**src/rtl/spi_cmd_rx_pkg.sv**
```systemverilog
// Shared definitions for the SPI command receiver: FSM encoding, frame
// width and the idle levels the input synchronizers reset to.
package spi_cmd_rx_pkg;

  typedef enum logic [1:0] {
    ST_WAIT_IDLE = 2'd0,
    ST_IDLE      = 2'd1,
    ST_ACTIVE    = 2'd2
  } state_t;

  localparam int SPI_BITS = 8;

  // Levels an idle mode-0 bus presents; synchronizers start here.
  localparam logic SCLK_IDLE = 1'b0;
  localparam logic CS_N_IDLE = 1'b1;
  localparam logic MOSI_IDLE = 1'b0;

endpackage

```
**src/rtl/spi_cmd_rx_if.sv**
```systemverilog
// Bundle of the SPI pins and the controller-side byte queue handshake.
// slave is the receiver's view; master is the host/controller view.
interface spi_cmd_rx_if #(
  parameter int FIFO_DEPTH = 16
);
  logic                          spi_sclk;
  logic                          spi_cs_n;
  logic                          spi_mosi;
  logic                          spi_miso;
  logic [7:0]                    tx_byte;
  logic [7:0]                    out_byte;
  logic                          out_valid;
  logic                          next;
  logic [$clog2(FIFO_DEPTH):0]   fifo_count;
  logic                          overflow;
  logic                          frame_active;

  modport slave (
    input  spi_sclk, spi_cs_n, spi_mosi, tx_byte, next,
    output spi_miso, out_byte, out_valid, fifo_count, overflow, frame_active
  );

  modport master (
    output spi_sclk, spi_cs_n, spi_mosi, tx_byte, next,
    input  spi_miso, out_byte, out_valid, fifo_count, overflow, frame_active
  );
endinterface

```
**src/rtl/spi_cmd_rx_byte_fifo.sv**
```systemverilog
// Synchronous first-word-fall-through FIFO. DEPTH must be a power of two so
// the pointers wrap on their own. A pop frees the slot a same-cycle push
// into a full queue needs; a pop on an empty queue is ignored.
module byte_fifo #(
  parameter int WIDTH = 8,
  parameter int DEPTH = 16
) (
  input  logic                   clk,
  input  logic                   reset,
  input  logic                   push,
  input  logic [WIDTH-1:0]       push_data,
  input  logic                   pop,
  output logic [WIDTH-1:0]       head,
  output logic [$clog2(DEPTH):0] count,
  output logic                   full,
  output logic                   empty
);
  localparam int AW = $clog2(DEPTH);

  logic [WIDTH-1:0]  r_mem [DEPTH];
  logic [AW-1:0]     r_rd_ptr;
  logic [AW-1:0]     r_wr_ptr;
  logic [AW:0]       r_count;
  logic              w_do_pop;
  logic              w_do_push;

  assign w_do_pop  = pop & ~empty;
  assign w_do_push = push & (~full | w_do_pop);

  // Storage write.
  // NOTE: the data array has no reset; the empty flag and head gating make
  // stale contents invisible, and leaving it unreset keeps it a plain RAM.
  always_ff @(posedge clk) begin
    if (w_do_push) r_mem[r_wr_ptr] <= push_data;
  end

  // Pointer and occupancy bookkeeping.
  // NOTE: state is updated with non-blocking assignments so every register
  // samples the pre-edge values, regardless of statement order.
  always_ff @(posedge clk) begin
    if (reset) begin
      r_rd_ptr <= '0;
      r_wr_ptr <= '0;
      r_count  <= '0;
    end else begin
      if (w_do_push) r_wr_ptr <= r_wr_ptr + 1'b1;
      if (w_do_pop)  r_rd_ptr <= r_rd_ptr + 1'b1;
      case ({w_do_push, w_do_pop})
        2'b10:   r_count <= r_count + 1'b1;
        2'b01:   r_count <= r_count - 1'b1;
        default: r_count <= r_count;
      endcase
    end
  end

  assign count = r_count;
  assign empty = (r_count == '0);
  assign full  = (r_count == (AW+1)'(DEPTH));
  assign head  = empty ? '0 : r_mem[r_rd_ptr];

endmodule

```
**src/rtl/spi_cmd_rx.sv**
```systemverilog
// SPI mode-0 slave byte receiver. SPI pins are oversampled in the clk domain
// (clk >= 8x sclk), bytes are pushed into a fall-through queue for the
// controller, and the controller's status byte is shifted back on MISO.
module spi_cmd_rx
  import spi_cmd_rx_pkg::*;
#(
  parameter int FIFO_DEPTH  = 16,
  parameter int SYNC_STAGES = 2
) (
  input  logic           clk,
  input  logic           reset,
  spi_cmd_rx_if.slave    bus
);
  localparam int                      CW       = $clog2(SPI_BITS);
  localparam logic [CW-1:0]           BIT_LAST = CW'(SPI_BITS - 1);

  logic [SYNC_STAGES-1:0] r_sclk_sync, r_cs_sync, r_mosi_sync;
  logic                   r_sclk_d, r_cs_d;
  logic [SYNC_STAGES:0]   r_primed;
  logic                   w_sclk, w_cs_n, w_mosi, w_primed;
  logic                   w_sclk_rise, w_sclk_fall, w_cs_fall;

  state_t                 r_state;
  logic [CW-1:0]          r_bit_ctr;
  // Only seven bits are held; the eighth comes straight from mosi at push.
  logic [SPI_BITS-2:0]    r_rx_shift;
  logic [SPI_BITS-1:0]    r_tx_shift;
  logic                   r_reload_pending;
  logic                   r_push;
  logic [SPI_BITS-1:0]    r_push_data;
  logic                   r_miso;
  logic                   r_frame_active;
  logic                   r_overflow;
  logic                   w_full, w_empty;

  // Synchronize the async SPI pins and keep a delayed copy for edge detect.
  always_ff @(posedge clk) begin
    if (reset) begin
      r_sclk_sync <= {SYNC_STAGES{SCLK_IDLE}};
      r_cs_sync   <= {SYNC_STAGES{CS_N_IDLE}};
      r_mosi_sync <= {SYNC_STAGES{MOSI_IDLE}};
      r_sclk_d    <= SCLK_IDLE;
      r_cs_d      <= CS_N_IDLE;
      r_primed    <= '0;
    end else begin
      r_sclk_sync <= {r_sclk_sync[SYNC_STAGES-2:0], bus.spi_sclk};
      r_cs_sync   <= {r_cs_sync[SYNC_STAGES-2:0],   bus.spi_cs_n};
      r_mosi_sync <= {r_mosi_sync[SYNC_STAGES-2:0], bus.spi_mosi};
      r_sclk_d    <= r_sclk_sync[SYNC_STAGES-1];
      r_cs_d      <= r_cs_sync[SYNC_STAGES-1];
      r_primed    <= {r_primed[SYNC_STAGES-1:0], 1'b1};
    end
  end

  assign w_sclk      = r_sclk_sync[SYNC_STAGES-1];
  assign w_cs_n      = r_cs_sync[SYNC_STAGES-1];
  assign w_mosi      = r_mosi_sync[SYNC_STAGES-1];
  assign w_sclk_rise =  w_sclk & ~r_sclk_d;
  assign w_sclk_fall = ~w_sclk &  r_sclk_d;
  assign w_cs_fall   = ~w_cs_n &  r_cs_d;
  // The synchronizers come out of reset holding idle levels, not pin samples.
  // Until real samples reach the delayed copy, a low cs_n would look like a
  // fresh falling edge and start a frame mid-byte, so WAIT_IDLE holds off.
  assign w_primed    = r_primed[SYNC_STAGES];

  // Frame FSM: bit counting, receive/transmit shifting and push generation.
  always_ff @(posedge clk) begin
    if (reset) begin
      r_state          <= ST_WAIT_IDLE;
      r_bit_ctr        <= '0;
      r_rx_shift       <= '0;
      r_tx_shift       <= '0;
      r_reload_pending <= 1'b0;
      r_push           <= 1'b0;
      r_push_data      <= '0;
      r_miso           <= 1'b0;
      r_frame_active   <= 1'b0;
    end else begin
      r_push <= 1'b0;
      r_miso <= (r_state == ST_ACTIVE) ? r_tx_shift[SPI_BITS-1] : 1'b0;
      case (r_state)
        ST_WAIT_IDLE: begin
          if (w_primed && w_cs_n) r_state <= ST_IDLE;
        end
        ST_IDLE: begin
          if (w_cs_fall) begin
            r_state          <= ST_ACTIVE;
            r_frame_active   <= 1'b1;
            r_bit_ctr        <= '0;
            r_tx_shift       <= bus.tx_byte;
            r_reload_pending <= 1'b0;
          end
        end
        ST_ACTIVE: begin
          if (w_cs_n) begin
            r_state          <= ST_IDLE;
            r_frame_active   <= 1'b0;
            r_bit_ctr        <= '0;
            r_reload_pending <= 1'b0;
          end else if (w_sclk_rise) begin
            r_rx_shift <= {r_rx_shift[SPI_BITS-3:0], w_mosi};
            if (r_bit_ctr == BIT_LAST) begin
              r_push           <= 1'b1;
              r_push_data      <= {r_rx_shift, w_mosi};
              r_bit_ctr        <= '0;
              r_reload_pending <= 1'b1;
            end else begin
              r_bit_ctr <= r_bit_ctr + 1'b1;
            end
          end else if (w_sclk_fall) begin
            if (r_reload_pending) begin
              r_tx_shift       <= bus.tx_byte;
              r_reload_pending <= 1'b0;
            end else begin
              r_tx_shift <= {r_tx_shift[SPI_BITS-2:0], 1'b0};
            end
          end
        end
        default: begin
          r_state        <= ST_WAIT_IDLE;
          r_frame_active <= 1'b0;
        end
      endcase
    end
  end

  // Sticky drop flag: a push into a full queue with no pop to make room.
  always_ff @(posedge clk) begin
    if (reset)                                r_overflow <= 1'b0;
    else if (r_push && w_full && !bus.next)   r_overflow <= 1'b1;
  end

  byte_fifo #(
    .WIDTH (SPI_BITS),
    .DEPTH (FIFO_DEPTH)
  ) u_fifo (
    .clk       (clk),
    .reset     (reset),
    .push      (r_push),
    .push_data (r_push_data),
    .pop       (bus.next),
    .head      (bus.out_byte),
    .count     (bus.fifo_count),
    .full      (w_full),
    .empty     (w_empty)
  );

  assign bus.out_valid    = ~w_empty;
  assign bus.overflow     = r_overflow;
  assign bus.spi_miso     = r_miso;
  assign bus.frame_active = r_frame_active;

endmodule

```
**src/flat_wrapper.sv**
```systemverilog
// flat-port wrapper written by rule: the top's interface ports become plain ports
module spi_cmd_rx_flat import spi_cmd_rx_pkg::*;
#(
  parameter int FIFO_DEPTH  = 16,
  parameter int SYNC_STAGES = 2
)
  (clk, reset, bus_spi_sclk, bus_spi_cs_n, bus_spi_mosi, bus_tx_byte, bus_next, bus_spi_miso, bus_out_byte, bus_out_valid, bus_fifo_count, bus_overflow, bus_frame_active);
  spi_cmd_rx_if #(.FIFO_DEPTH(FIFO_DEPTH)) bus_i ();
  input  logic clk;
  input  logic reset;
  input wire logic [$bits(bus_i.spi_sclk)-1:0] bus_spi_sclk;
  input wire logic [$bits(bus_i.spi_cs_n)-1:0] bus_spi_cs_n;
  input wire logic [$bits(bus_i.spi_mosi)-1:0] bus_spi_mosi;
  input wire logic [$bits(bus_i.tx_byte)-1:0] bus_tx_byte;
  input wire logic [$bits(bus_i.next)-1:0] bus_next;
  output wire logic [$bits(bus_i.spi_miso)-1:0] bus_spi_miso;
  output wire logic [$bits(bus_i.out_byte)-1:0] bus_out_byte;
  output wire logic [$bits(bus_i.out_valid)-1:0] bus_out_valid;
  output wire logic [$bits(bus_i.fifo_count)-1:0] bus_fifo_count;
  output wire logic [$bits(bus_i.overflow)-1:0] bus_overflow;
  output wire logic [$bits(bus_i.frame_active)-1:0] bus_frame_active;
  assign bus_i.spi_sclk = bus_spi_sclk;
  assign bus_i.spi_cs_n = bus_spi_cs_n;
  assign bus_i.spi_mosi = bus_spi_mosi;
  assign bus_i.tx_byte = bus_tx_byte;
  assign bus_i.next = bus_next;
  assign bus_spi_miso = bus_i.spi_miso;
  assign bus_out_byte = bus_i.out_byte;
  assign bus_out_valid = bus_i.out_valid;
  assign bus_fifo_count = bus_i.fifo_count;
  assign bus_overflow = bus_i.overflow;
  assign bus_frame_active = bus_i.frame_active;
  spi_cmd_rx #(.FIFO_DEPTH(FIFO_DEPTH), .SYNC_STAGES(SYNC_STAGES)) u_core (.clk(clk), .reset(reset), .bus(bus_i));
endmodule
```
**config.mk**
```make
export PLATFORM = sky130hd
export DESIGN_NAME = spi_cmd_rx_flat
export DESIGN_NICKNAME = d
export VERILOG_FILES = /design/src/rtl/spi_cmd_rx_pkg.sv /design/src/rtl/spi_cmd_rx_if.sv /design/src/rtl/spi_cmd_rx_byte_fifo.sv /design/src/rtl/spi_cmd_rx.sv /design/src/flat_wrapper.sv
export SDC_FILE = /design/constraint.sdc
export NUM_CORES = 1
export LEC_CHECK = 0
export ABC_CLOCK_PERIOD_IN_PS = 3650
export CAP_MARGIN = 30
export CORE_ASPECT_RATIO = 0.7
export CORE_MARGIN = 4
export CORE_UTILIZATION = 60
export DETAILED_ROUTE_END_ITERATION = 10
export GPL_ROUTABILITY_DRIVEN = 0
export HOLD_SLACK_MARGIN = 0.06
export MAX_ROUTING_LAYER = met4
export PLACE_DENSITY = 0.84
export SLEW_MARGIN = 40
export SYNTH_ARGS = -nofsm -noshare
export SYNTH_HDL_FRONTEND = slang
export SYNTH_SLANG_ARGS = --single-unit
```
**constraint.sdc**
```tcl
create_clock -name clk -period 3.65 [get_ports clk]
set_clock_uncertainty 0.2 [all_clocks]
set_input_delay 1.095 -clock clk [delete_from_list [all_inputs] [get_ports clk]]
set_output_delay 1.095 -clock clk [all_outputs]
set_load 0.005 [all_outputs]
```
* Yosys cells after proc, flatten, opt, wreduce, memory -nomap -nowiden
Memory sizes are Yosys's and may differ from the RTL's. A register that Yosys moved wholly into a read port is not among the register bits.
Cells that the tools add are included.
** Operators by class
- Add/subtract/negate cells :: 5
- Equality and inequality tests :: 15
- Multiplexer cells :: 32
- Bitwise logic cells :: 14
- Reductions and logical operators :: 17
** Operators with widths (count)
- 2-to-1 mux 8 bit :: 6
- one-hot mux 8 bit (2 select lines) :: 1
- 2-to-1 mux 3 bit :: 4
- AND reduction 3 bit :: 4
- 2-to-1 mux 1 bit :: 11
- one-hot mux 5 bit (2 select lines) :: 1
- adder 4 x 1 -> 4 bit, second input constant :: 2
- 2-to-1 mux 4 bit :: 2
- != test 2 x 1 -> 1 bit, second input constant :: 4
- inverter 1 bit :: 8
- AND reduction 4 bit :: 2
- 2-to-1 mux 2 bit :: 3
- one-hot mux 2 bit (3 select lines) :: 1
- one-hot mux 3 bit (2 select lines) :: 1
- adder 5 x 1 -> 5 bit, second input constant :: 1
- AND 1 bit :: 5
- equality test 5 bit, second input constant :: 1
- zero test 5 bit :: 1
- AND reduction 5 bit :: 1
- subtractor 5 x 1 -> 5 bit, second input constant :: 1
- equality test 2 x 1 -> 1 bit, second input constant :: 2
- equality test 2 bit, second input constant :: 2
- != test 2 bit, second input constant :: 2
- != test 4 x 1 -> 1 bit, second input constant :: 1
- 13 further kinds :: 16
** Storage, ports and cells
- Bits in registers :: 57
- Memory bits (writable) :: 128
- Bits of input ports :: 14
- Output and inout port bits :: 17
- Logic and storage cells :: 104
- Memories kept :: 1
** Memory list
- u_core.u_fifo.r_mem :: words 16, bits a word 8, read ports 1, clocked after memory_dff 1, wr ports 1, line spi_cmd_rx_byte_fifo.sv:20 : logic [WIDTH-1:0] r_mem [DEPTH];

* Longest topological paths before layout
Gate-level depths: netlist (run 1).
- Word-level depth :: 7
- Gate-level depth with buffers :: 10

* By module
Synthesis (run 1) repeated with hierarchy kept, for this count alone.
** Second synthesis, totals
- Cell total of the unflattened synthesis :: 509
- Area, all modules :: 7654.8 µm²
** Modules (own cells, without submodules)
- byte_fifo :: times used 1, cells each 333, area an instance 5967.0 µm², seq. area each 4184.0 µm²
- spi_cmd_rx :: times used 1, cells each 176, area an instance 1687.9 µm², seq. area each 880.8 µm²

* Least setup slack after synthesis (run 1)
Ideal clock, no wire load.
- Kind :: input to register
- Start point :: in bus_next
- End point :: mem u_core.u_fifo.r_mem[3][0], enable pin
- Library setup time :: 0.383 ns
- Arrival :: 2.482 ns
- Required time :: 3.067 ns
- Path slack :: 0.584 ns
- Cell stages on the path :: 5
- Path through :: clkbuf_1 inv_1 a31oi_2 nand2_1 nor3_1
** Between the ends
- Word-level cells in the longest chain between the ends :: 5
** RTL lines
- start: declaration :: line flat_wrapper.sv:15 : input wire logic [$bits(bus_i.next)-1:0] bus_next;
- AND 1 bit :: line spi_cmd_rx_byte_fifo.sv:27 : assign w_do_pop = pop & ~empty;
- OR 1 bit :: line spi_cmd_rx_byte_fifo.sv:28 : assign w_do_push = push & (~full | w_do_pop);
- AND 1 bit :: line spi_cmd_rx_byte_fifo.sv:28
- 2-to-1 mux 1 bit :: line spi_cmd_rx_byte_fifo.sv:34 : if (w_do_push) r_mem[r_wr_ptr] <= push_data;
- 2-to-1 mux 1 bit (not written as such) :: line spi_cmd_rx_byte_fifo.sv:34
- end: declaration :: line spi_cmd_rx_byte_fifo.sv:20
No other way between the ends.

==> impl_table.tex, run 1 <==
\begin{tabular}{lr}
\hline
Metric & Value \\
\hline
\multicolumn{2}{l}{\textbf{Pwr}} \\
Power dissipated by switching net loads & 1280 uW \\
Sequential fraction of design power & 46.7\% \\
Switching fraction of total power & 25.2\% \\
PnR Total Power & 5090 uW \\
VDD IR-drop max & 0.344 mV \\
Relative contribution of the clock network to total power & 36.2\% \\
Leakage Power & 0.00300 uW \\
Power Dens Cells & 580 mW/mm2 \\
Internal power contribution & 3800 uW \\
Portion of total power attributed to combinational logic & 17.1\% \\
\multicolumn{2}{l}{\textbf{Floorplan}} \\
Num ports & 31 \\
Initial Utilization & 62.2\% \\
Die height & 101 um \\
Die boundary width & 141 um \\
Placeable core region & 0.0119 mm2 \\
Die area & 0.0142 mm2 \\
Cell row count & 33 \\
\multicolumn{2}{l}{\textbf{Yosys}} \\
Ys flop type & edfxtp\_1 \\
Post-synthesis cell count & 490 \\
Share of synthesized registers carrying an async set or reset & 0\% \\
Synth warn & 0 \\
Library cells used by synthesis & 41 \\
Part of the Yosys area used for sequential elements & 68.4\% \\
Seq cells post-synth & 189 \\
Count of flip-flops with a built-in enable after synthesis & 128 \\
Average instance area after synthesis & 15.1 um2 \\
Syn Nets & 516 \\
Cell area after technology mapping & 0.00740 mm2 \\
\multicolumn{2}{l}{\textbf{Run}} \\
Max-cap violation count & 0 \\
\multicolumn{2}{l}{\textbf{Clock tree}} \\
Clock transition time at the flip-flop clock pins of the worst setup and hold paths & 70 ps \\
Worst-case clock buffer depth & 2 \\
H-tree lvl count & 4 \\
Clock insertion delay at the later pin of the skew report & 430 ps \\
\# clock sinks & 189 \\
Clock tree from TritonCTS & built \\
Root buffer cell & clkbuf\_16 \\
CTS buffer count & 17 \\
\multicolumn{2}{l}{\textbf{Global routing}} \\
Number of antenna violations at the first check in global routing & 0 \\
Number of global-route vias before repair & 4,279 \\
All-Layer GR Usage & 23.1\% \\
First-pass GRT wire length & 23,300 um \\
Maximum number of pins on one net before global-route repair & 33 \\
Overflow left after global routing & 0 \\
\multicolumn{2}{l}{\textbf{Setup path}} \\
Required time worst endpoint & 2350 ps \\
Family of cells with the greatest summed delay on the critical path & multiplexers \\
Worst Setup Start Kind & register \\
Delay of the slowest critical-path stage & 550 ps \\
Arrival time at the worst endpoint & 2270 ps \\
Series of cell instances along the critical path & buf\_12 > buf\_4 > mux4\_2 > mux2i\_4 > o22ai\_1 > dlygate4sd2\_1 \\
Crit Path Category & reg2out \\
CP Capture Type & primary output \\
Slowest-stage cell, CP & mux4\_2 \\
CP max FO & 7 \\
Combined buffer and inverter count along the critical path & 3 \\
\multicolumn{2}{l}{\textbf{Layout}} \\
Ratio of cells with drive above 1 in the final layout & 20.6\% \\
Most common cell after layout, fill and taps aside & edfxtp\_1 \\
Number of standard cells in the final layout excluding fillers & 716 \\
Antenna diode count & 0 \\
Area overhead of the layout relative to synthesis & 18.4\% \\
Most frequent cells in the layout & edfxtp\_1, dfxtp\_1, nor2\_1 \\
Nets@finish & 572 \\
\multicolumn{2}{l}{\textbf{Detailed routing}} \\
Mean number of vias per cell & 5.95 \\
Detailed-route via count & 4,263 \\
Remaining DRCs & 0 \\
Count of routing violations after the opening detailed-route iteration & 340 \\
Average routed wire per standard cell & 20.9 um \\
Pre-antenna DRT Iters & 5 \\
Remaining number of nets flagged by the antenna check after routing & 0 \\
Total Wirelength & 15,000 um \\
\multicolumn{2}{l}{\textbf{Hold path}} \\
Min-delay worst type & reg2reg \\
\multicolumn{2}{l}{\textbf{STA}} \\
Slew headroom & 51.4\% \\
Count of final hold-check violations & 0 \\
Post-route setup TNS & 0 ps \\
Hold slack final & 214 ps \\
Post-route minimum period & 3570 ps \\
Actual slew at the worst max-slew pin & 728 ps \\
Highest clock frequency the design can meet & 280 MHz \\
Share of the clock period used by the worst path after layout & 97.8\% \\
Final setup violation count & 0 \\
Final slew viol count & 0 \\
\multicolumn{2}{l}{\textbf{Outcome}} \\
Result of the run & finished clean \\
\multicolumn{2}{l}{\textbf{Placement}} \\
Total instance count after detailed placement & 675 \\
Quantity of I/O buffers inserted on ports & 30 \\
Total half-perimeter wirelength after legalization and detailed placement & 9190 um \\
\hline
\end{tabular}
-- synth_stat cells, drive strengths merged, types with 2 or more instances --
| cell type | number | area, um2 |
|---|---|---|
| dfxtp | 61 | 1220 |
| ha | 12 | 150 |
| nand2b | 10 | 62.6 |
| a21oi | 22 | 110 |
| nand3 | 13 | 65.1 |
| nor2b | 9 | 56.3 |
| a211oi | 9 | 67.6 |
| nand2 | 34 | 128 |
| o21ai | 5 | 25.0 |
| mux4 | 32 | 721 |
| edfxtp | 128 | 3840 |
| nor3 | 6 | 30.0 |
| mux2i | 26 | 260 |
| a31oi | 3 | 25.0 |
| xor2 | 7 | 61.3 |
| nor4 | 2 | 27.5 |
| nor2 | 46 | 173 |
| buf | 9 | 48.8 |
| o21a | 3 | 22.5 |
| or2 | 4 | 25.0 |
| and3 | 2 | 12.5 |
| inv | 9 | 33.8 |
| nand4 | 2 | 12.5 |
| o22ai | 8 | 50.1 |
| clkbuf | 16 | 61.3 |
| a22oi | 4 | 43.8 |
-- stage by stage --
stage | area (um2) | util [%] | setup WS [ps]
5_1_grt | 8760 | 73.7 | -16.7
3_3_place_gp | 7980 | 67.1 | 341
3_5_place_dp | 7990 | 67.2 | 201
6_report | 8760 | 73.7 | 81.5
4_1_cts | 8690 | 73.1 | 3.98
2_1_floorplan | 7400 | - | 584
-- layout make-up --
| type | count | area [um2] |
|---|---|---|
| Sequential cell | 189 | 5070 |
| Fill cell | 717 | 3130 |
| Multi-Input combinational cell | 267 | 2280 |
| Timing Repair Buffer | 62 | 599 |
| Clock buffer | 17 | 425 |
| Tap cell | 157 | 196 |
| Clock inverter | 15 | 161 |
| Inverter | 9 | 33.8 |
-- kinds of logic after synthesis --
logic type / after synthesis / share of synthesized area (%)
flip-flops: 189 / 68.4
AND/OR/NAND/NOR: 130 / 8.21
AO/OA/AOI/OAI: 59 / 5.19
multiplexers: 58 / 13.3
buffers and inverters: 34 / 1.94
adder cells (fa/ha/maj): 12 / 2.03
XOR/XNOR: 8 / 0.947
-- power groups by stage --
stage	clock, uW	combinational [uW]	sequential [uW]
after floorplan	0	534	2400
after global placement	0	732	2410
after detailed placement	0	757	2420
after CTS	1870	820	2380
after global routing	1970	947	2380
final	1840	868	2380
-- flip-flops by register name, summed over array words and instances, names as in the netlist, 3 cells and up, named ones only --
signal	cells
u_core.r_rx_shift	7
u_core.r_bit_ctr	3
u_core.r_push_data	8
u_core.u_fifo.r_mem	128
u_core.u_fifo.count	5
u_core.r_tx_shift	8
u_core.u_fifo.r_rd_ptr	4
u_core.r_primed	3
u_core.u_fifo.r_wr_ptr	4
-- repair_timing --
action                                  in CTS  in global routing
gates cloned                                 1                  0
resized for setup                           25                  3
pin swaps                                    0                  1
endpoints found under the setup margin       8                  3
buffers inserted                             3                  5
hold buffers                                 0                  0
-- layer usage --
metal	GRT usage [%]	up-vias	routed length [um]	share of wire, %
met5	-	-	0	0
met4	7.22	0	167	1.1
met3	6.54	14	985	6.6
met2	35.1	134	7330	49
met1	30.9	2158	6490	43
li1	-	1957	-	-
-- worst paths after layout --
check	from	to	slack (ps)	depth (start not counted)
max reg2reg	u_core.u_fifo.count[1]	u_core.u_fifo.count[4]	980	10
min reg2reg	u_core.r_cs_sync[0]	u_core.r_cs_sync[1]	210	1
max	register	bus_out_byte[6]	80	6
min	u_core.r_cs_sync[0]	u_core.r_cs_sync[1]	210	1
No activity file was read; power rests on OpenSTA's default activity.
==> run 2, diff against run 1 <==
--- a/config.mk
+++ b/config.mk
@@ -7,9 +7,12 @@
 export LEC_CHECK = 0
 export ABC_CLOCK_PERIOD_IN_PS = 3650
 export CAP_MARGIN = 30
+export CELL_PAD_IN_SITES_DETAIL_PLACEMENT = 1
+export CELL_PAD_IN_SITES_GLOBAL_PLACEMENT = 1
 export CORE_ASPECT_RATIO = 0.7
 export CORE_MARGIN = 4
-export CORE_UTILIZATION = 60
+export CORE_UTILIZATION = 51
+export CTS_CLUSTER_DIAMETER = 60
 export DETAILED_ROUTE_END_ITERATION = 10
 export GPL_ROUTABILITY_DRIVEN = 0
 export HOLD_SLACK_MARGIN = 0.06
==> impl_table.tex, run 2 (synthesized netlist as in run 1, its figures left out) <==
\begin{tabular}{lr}
\hline
Metric & Value \\
\hline
\multicolumn{2}{l}{\textbf{Floorplan}} \\
Placeable core region & 0.0141 mm2 (was 0.0119 mm2) \\
Num ports & 31 (unchanged) \\
Die height & 109 um (was 101 um) \\
Die boundary width & 152 um (was 141 um) \\
Die area & 0.0165 mm2 (was 0.0142 mm2) \\
Cell row count & 36 (was 33) \\
Initial Utilization & 52.7\% (was 62.2\%) \\
\multicolumn{2}{l}{\textbf{Layout}} \\
Area overhead of the layout relative to synthesis & 19.5\% (was 18.4\%) \\
Antenna diode count & 0 (unchanged) \\
Finished layout cell area & 0.00884 mm2 (was 0.00876 mm2) \\
Ratio of cells with drive above 1 in the final layout & 20.2\% (was 20.6\%) \\
Most frequent cells in the layout & edfxtp\_1, dfxtp\_1, nor2\_1 (unchanged) \\
Sequential cell area & 0.00507 mm2 (unchanged) \\
Max reg flops & 128 (unchanged) \\
Fill cell instance count of the final layout & 1,297 (was 717) \\
Largest regs & u\_core.u\_fifo.r\_mem x128, u\_core.r\_push\_data x8, u\_core.r\_tx\_shift x8 (unchanged) \\
Nets@finish & 572 (unchanged) \\
Most common cell after layout, fill and taps aside & edfxtp\_1 (unchanged) \\
Biggest register & u\_core.u\_fifo.r\_mem (unchanged) \\
Multi-input logic area & 0.00226 mm2 (was 0.00228 mm2) \\
\multicolumn{2}{l}{\textbf{Pwr}} \\
Leakage Power & 0.00310 uW (was 0.00300 uW) \\
Power Dens Cells & 589 mW/mm2 (was 580 mW/mm2) \\
VDD IR-drop max & 0.336 mV (was 0.344 mV) \\
\multicolumn{2}{l}{\textbf{Clock tree}} \\
H-tree lvl count & 4 (unchanged) \\
Clock transition time at the flip-flop clock pins of the worst setup and hold paths & 70 ps (about the same) \\
CTS buffer count & 17 (unchanged) \\
Root buffer cell & clkbuf\_16 (unchanged) \\
Clock tree from TritonCTS & built (unchanged) \\
\# clock sinks & 189 (unchanged) \\
Clock insertion delay at the later pin of the skew report & 430 ps (about the same) \\
Worst-case clock buffer depth & 2 (unchanged) \\
\multicolumn{2}{l}{\textbf{Global routing}} \\
First-pass GRT wire length & 27,100 um (was 23,300 um) \\
All-Layer GR Usage & 22.8\% (was 23.1\%) \\
Overflow left after global routing & 0 (unchanged) \\
Number of global-route vias before repair & 4,640 (was 4,279) \\
Number of antenna violations at the first check in global routing & 0 (unchanged) \\
Maximum number of pins on one net before global-route repair & 56 (was 33) \\
\multicolumn{2}{l}{\textbf{Setup path}} \\
Worst Setup Start Kind & register (unchanged) \\
Required time worst endpoint & 2350 ps (about the same) \\
CP Capture Type & primary output (unchanged) \\
CP max FO & 7 (unchanged) \\
Delay of the slowest critical-path stage & 530 ps (was 550 ps) \\
Series of cell instances along the critical path & clkbuf\_16 > buf\_4 > mux4\_2 > mux2i\_4 > o22ai\_1 > dlygate4sd2\_1 (was buf\_12 > buf\_4 > mux4\_2 > mux2i\_4 > o22ai\_1 > dlygate4sd2\_1) \\
Crit Path Category & reg2out (unchanged) \\
Slowest-stage cell, CP & mux4\_2 (unchanged) \\
Arrival time at the worst endpoint & 2290 ps (was 2270 ps) \\
\multicolumn{2}{l}{\textbf{Detailed routing}} \\
Detailed-route via count & 4,386 (was 4,263) \\
Mean number of vias per cell & 5.86 (was 5.95) \\
Remaining number of nets flagged by the antenna check after routing & 0 (unchanged) \\
Count of routing violations after the opening detailed-route iteration & 319 (was 340) \\
Max Used Layer & met4 (unchanged) \\
Total Wirelength & 17,800 um (was 15,000 um) \\
Met2 wire length & 9140 um (was 7330 um) \\
Routed length on met3 & 802 um (was 985 um) \\
Pre-antenna DRT Iters & 5 (unchanged) \\
Average routed wire per standard cell & 23.8 um (was 20.9 um) \\
Routed length on met1 & 7570 um (was 6490 um) \\
Remaining DRCs & 0 (unchanged) \\
\multicolumn{2}{l}{\textbf{STA}} \\
Setup repair after global routing missed its margin & no \\
Final Worst Setup Slack & 62.5 ps (was 81.5 ps) \\
Final slew viol count & 0 (unchanged) \\
Actual slew at the worst max-slew pin & 792 ps (was 728 ps) \\
Post-route minimum period & 3590 ps (was 3570 ps) \\
Count of final hold-check violations & 0 (unchanged) \\
Slew headroom & 47.1\% (was 51.4\%) \\
Highest clock frequency the design can meet & 279 MHz (was 280 MHz) \\
Final setup violation count & 0 (unchanged) \\
Share of the clock period used by the worst path after layout & 98.3\% (was 97.8\%) \\
\multicolumn{2}{l}{\textbf{Outcome}} \\
Result of the run & finished clean (unchanged) \\
\multicolumn{2}{l}{\textbf{Placement}} \\
Quantity of I/O buffers inserted on ports & 30 (unchanged) \\
Total half-perimeter wirelength after legalization and detailed placement & 10,500 um (was 9190 um) \\
Worst setup slack before clock tree synthesis & 171 ps (was 201 ps) \\
Placement-stage cell area & 0.00802 mm2 (was 0.00799 mm2) \\
\multicolumn{2}{l}{\textbf{Run}} \\
Max-cap violation count & 0 (unchanged) \\
\multicolumn{2}{l}{\textbf{Hold path}} \\
Min-delay worst type & reg2reg (unchanged) \\
\hline
\end{tabular}
-- run 2: cell count changes in the layout (fill, tap and decap cells not counted), sizes merged --
cell          before  now
inv               15   10
clkbuf            17   18
clkinv             3    5
buf               33   32
clkinvlp           4    5
bufinv             2    4
dlymetal6s2s       1    7
dlygate4sd2        7    1
-- run 2: repair_timing --
item / in CTS / in global routing
cloned: 1 / 1
pin swaps: 0 / 1
hold buffers: 0 / 0
buffers inserted: 0 / 8
gates resized for setup: 6 / 18
setup endpoints to repair: 8 / 7
-- run 2: final timing paths --
check | from | end | slack (ps) | depth (start not counted)
setup / recovery | register | bus_out_byte[1] | 60 | 6
hold / removal | u_core.r_cs_sync[0] | u_core.r_cs_sync[1] | 210 | 1
setup reg to reg | u_core.u_fifo.count[1] | u_core.u_fifo.count[4] | 870 | 10
hold reg to reg | u_core.r_cs_sync[0] | u_core.r_cs_sync[1] | 210 | 1
-- run 2: critical path: cells and delay by family (launching register included) --
| kind | cells | cell delay, ps |
|---|---|---|
| AOI/OAI and AO/OA | 1 | 120 |
| buffers and inverters | 3 | 580 |
| muxes | 2 | 730 |
| DFF | 1 | 430 |
-- run 2: per-stage QoR --
step / TNS, ps / total power [uW] / hold slack, ps / std cells / util [%]
global route: 0 / 5410 / 232 / 749 / 62.9
CTS: -721 / 5150 / 219 / 740 / 61.9
finish: 0 / 5210 / 214 / 749 / 62.9
floorplan: 0 / 2940 / 189 / 490 / -
detailed placement: 0 / 3180 / 204 / 707 / 57.1
global placement: 0 / 3150 / 200 / 707 / 57.0
-- run 2: area by class of cell --
class | count | area share, %
Clock buffer | 17 | 4.81
Tap cell | 190 | 2.69
Timing Repair Buffer | 62 | 6.98
Sequential cell | 189 | 57.3
Clock inverter | 15 | 2.22
Inverter | 9 | 0.382
Multi-Input combinational cell | 267 | 25.6
-- run 2: report_power, final --
group / internal [uW] / switching [uW]
registers: 2320 / 64.5
clock network: 1140 / 801
logic: 468 / 415
-- run 2: per-layer routing --
layer | vias up | track usage [%]
met5 | - | -
met4 | 0 | 8.21
met3 | 26 | 5.32
met2 | 127 | 38.3
met1 | 2273 | 27.4
li1 | 1960 | -
==> run 3, diff against run 2 <==
--- a/config.mk
+++ b/config.mk
@@ -10,7 +10,6 @@
 export CELL_PAD_IN_SITES_DETAIL_PLACEMENT = 1
 export CELL_PAD_IN_SITES_GLOBAL_PLACEMENT = 1
 export CORE_ASPECT_RATIO = 0.7
-export CORE_MARGIN = 4
 export CORE_UTILIZATION = 51
 export CTS_CLUSTER_DIAMETER = 60
 export DETAILED_ROUTE_END_ITERATION = 10
==> impl_table.tex, run 3 (synthesized netlist as in run 1, its figures left out) <==
\begin{tabular}{lr}
\hline
Metric & Value \\
\hline
\multicolumn{2}{l}{\textbf{Pwr}} \\
PnR Total Power & 5080 uW (was 5210 uW) \\
Portion of total power attributed to combinational logic & 17.8\% (was 16.9\%) \\
Leakage Power & 0.00297 uW (was 0.00310 uW) \\
VDD IR-drop max & 0.368 mV (was 0.336 mV) \\
Sequential fraction of design power & 46.9\% (was 45.7\%) \\
Relative contribution of the clock network to total power & 35.4\% (was 37.3\%) \\
Switching fraction of total power & 25.2\% (was 24.6\%) \\
Internal power contribution & 3800 uW (was 3930 uW) \\
Power Dens Cells & 579 mW/mm2 (was 589 mW/mm2) \\
Power dissipated by switching net loads & 1280 uW (about the same) \\
\multicolumn{2}{l}{\textbf{STA}} \\
Post-route minimum period & 3580 ps (was 3590 ps) \\
Count of final hold-check violations & 0 (unchanged) \\
Highest clock frequency the design can meet & 280 MHz (was 279 MHz) \\
Share of the clock period used by the worst path after layout & 98.0\% (was 98.3\%) \\
Final slew viol count & 0 (unchanged) \\
Actual slew at the worst max-slew pin & 748 ps (was 792 ps) \\
Post-route setup TNS & 0 ps (unchanged) \\
Setup repair after global routing missed its margin & no (unchanged) \\
Slew headroom & 50.1\% (was 47.1\%) \\
Final setup violation count & 0 (unchanged) \\
\multicolumn{2}{l}{\textbf{Detailed routing}} \\
Remaining DRCs & 0 (unchanged) \\
Remaining number of nets flagged by the antenna check after routing & 0 (unchanged) \\
Mean number of vias per cell & 5.82 (was 5.86) \\
Average routed wire per standard cell & 23.8 um (about the same) \\
Detailed-route via count & 4,363 (was 4,386) \\
Total Wirelength & 17,800 um (about the same) \\
Count of routing violations after the opening detailed-route iteration & 296 (was 319) \\
Pre-antenna DRT Iters & 5 (unchanged) \\
\multicolumn{2}{l}{\textbf{Hold path}} \\
Min-delay worst type & reg2reg (unchanged) \\
Capture endpoint of the worst hold path & u\_core.r\_mosi\_sync[1] (was u\_core.r\_cs\_sync[1]) \\
Launch point of the worst hold path & u\_core.r\_mosi\_sync[0] (was u\_core.r\_cs\_sync[0]) \\
Min-Delay Path Depth & 1 (unchanged) \\
\multicolumn{2}{l}{\textbf{Layout}} \\
Ratio of cells with drive above 1 in the final layout & 20.2\% (about the same) \\
Most frequent cells in the layout & edfxtp\_1, dfxtp\_1, nor2\_1 (unchanged) \\
Area overhead of the layout relative to synthesis & 18.5\% (was 19.5\%) \\
Antenna diode count & 0 (unchanged) \\
Nets@finish & 573 (was 572) \\
Largest regs & u\_core.u\_fifo.r\_mem x128, u\_core.r\_push\_data x8, u\_core.r\_tx\_shift x8 (unchanged) \\
Biggest register & u\_core.u\_fifo.r\_mem (unchanged) \\
Most common cell after layout, fill and taps aside & edfxtp\_1 (unchanged) \\
Max reg flops & 128 (unchanged) \\
\multicolumn{2}{l}{\textbf{Setup path}} \\
Family of cells with the greatest summed delay on the critical path & buffers and inverters (was multiplexers) \\
Series of cell instances along the critical path & buf\_4 > buf\_16 > buf\_4 > mux4\_2 > mux2i\_1 > o22ai\_1 > dlygate4sd2\_1 (was clkbuf\_16 > buf\_4 > mux4\_2 > mux2i\_4 > o22ai\_1 > dlygate4sd2\_1) \\
Reg2Reg Depth & 10 (unchanged) \\
Worst Setup Start Kind & register (unchanged) \\
Combined buffer and inverter count along the critical path & 4 (was 3) \\
Crit Path Category & reg2out (unchanged) \\
Slowest-stage cell, CP & mux4\_2 (unchanged) \\
Arrival time at the worst endpoint & 2280 ps (was 2290 ps) \\
Required time worst endpoint & 2350 ps (about the same) \\
Reg-to-reg endpoint & u\_core.u\_fifo.count[4] (unchanged) \\
Reg-to-Reg Start & u\_core.u\_fifo.count[2] (was u\_core.u\_fifo.count[1]) \\
Internal reg-to-reg setup slack & 840 ps (was 870 ps) \\
Most common cell type on the critical path & buf\_4 \\
CP Capture Type & primary output (unchanged) \\
Critical path depth in cells & 7 (was 6) \\
CP max FO & 8 (was 7) \\
Delay of the slowest critical-path stage & 500 ps (was 530 ps) \\
\multicolumn{2}{l}{\textbf{Global routing}} \\
Number of antenna violations at the first check in global routing & 0 (unchanged) \\
Maximum number of pins on one net before global-route repair & 33 (was 56) \\
Number of global-route vias before repair & 4,630 (was 4,640) \\
All-Layer GR Usage & 26.0\% (was 22.8\%) \\
Overflow left after global routing & 0 (unchanged) \\
First-pass GRT wire length & 26,900 um (was 27,100 um) \\
\multicolumn{2}{l}{\textbf{Floorplan}} \\
Die height & 103 um (was 109 um) \\
Die boundary width & 146 um (was 152 um) \\
Die area & 0.0150 mm2 (was 0.0165 mm2) \\
Num ports & 31 (unchanged) \\
Initial Utilization & 52.7\% (unchanged) \\
Placeable core region & 0.0141 mm2 (unchanged) \\
Cell row count & 36 (unchanged) \\
\multicolumn{2}{l}{\textbf{Clock tree}} \\
H-tree lvl count & 4 (unchanged) \\
Clock tree from TritonCTS & built (unchanged) \\
CTS buffer count & 17 (unchanged) \\
Root buffer cell & clkbuf\_16 (unchanged) \\
Worst-case clock buffer depth & 2 (unchanged) \\
\# clock sinks & 189 (unchanged) \\
Clock transition time at the flip-flop clock pins of the worst setup and hold paths & 70 ps (about the same) \\
Clock insertion delay at the later pin of the skew report & 420 ps (was 430 ps) \\
Hold buffer count at cts & 0 (unchanged) \\
\multicolumn{2}{l}{\textbf{Placement}} \\
Quantity of I/O buffers inserted on ports & 30 (unchanged) \\
Total half-perimeter wirelength after legalization and detailed placement & 11,200 um (was 10,500 um) \\
\multicolumn{2}{l}{\textbf{Run}} \\
Max-cap violation count & 0 (unchanged) \\
\multicolumn{2}{l}{\textbf{Outcome}} \\
Result of the run & finished clean (unchanged) \\
\hline
\end{tabular}
-- run 3: cell types whose count changed in the layout (fill, tap and decap cells not counted), moves of 2 or more --
cell            delta
clkinvlp_4         +2
mux2i_1            +2
buf_4              -2
bufinv_16          -2
mux2i_4            -2
clkinv_1           -2
dlygate4sd2_1      +7
dlymetal6s2s_1     -7
-- run 3: repair_timing --
action	CTS	global route
gates cloned	2	1
setup endpoints to repair	8	2
setup buffers	4	4
resized for setup	19	0
-- run 3: final cells by class --
type,instances,area (um2)
clock inverter,14,145
multi-input combinational,267,2230
inverter,9,33.8
timing repair buffer,63,628
clock buffer,18,429
tap,190,238
sequential,189,5070
fill,1326,5280
-- run 3: power groups by stage --
stage / logic (uW) / clock network [uW] / registers (uW)
6_report: 903 / 1800 / 2380
4_1_cts: 860 / 1810 / 2380
5_1_grt: 969 / 1900 / 2390
3_3_place_gp: 726 / 0 / 2410
2_1_floorplan: 534 / 0 / 2400
3_5_place_dp: 761 / 0 / 2420
-- run 3: stage by stage --
stage | util (%) | cell area [um2] | worst slack, ps | std cells | hold WS, ps
2_1_floorplan | - | 7400 | 584 | 490 | 189
3_3_place_gp | 57.0 | 8020 | 291 | 707 | 206
3_5_place_dp | 57.1 | 8020 | 104 | 707 | 221
4_1_cts | 62.0 | 8720 | 9.93 | 745 | 249
5_1_grt | 62.4 | 8770 | 11.2 | 750 | 258
6_report | 62.4 | 8770 | 73.4 | 750 | 247
-- run 3: how the worst max path moves through the flow --
stage | endpoint
after floorplan | u_core.u_fifo.r_mem[3][0]
after global placement | u_core.u_fifo.count[2]
after detailed placement | u_core.u_fifo.r_mem[3][0]
after CTS | bus_out_byte[2]
after global routing | bus_out_byte[2]
final | bus_out_byte[2]
-- run 3: metal layers --
layer / vias up / part of all wire (%) / global-route usage (%)
li1: 1959 / - / -
met1: 2229 / 42 / 30.8
met2: 148 / 51 / 44.5
met3: 27 / 5.2 / 5.04
met4: 0 / 2.1 / 10.9
met5: - / 0 / -
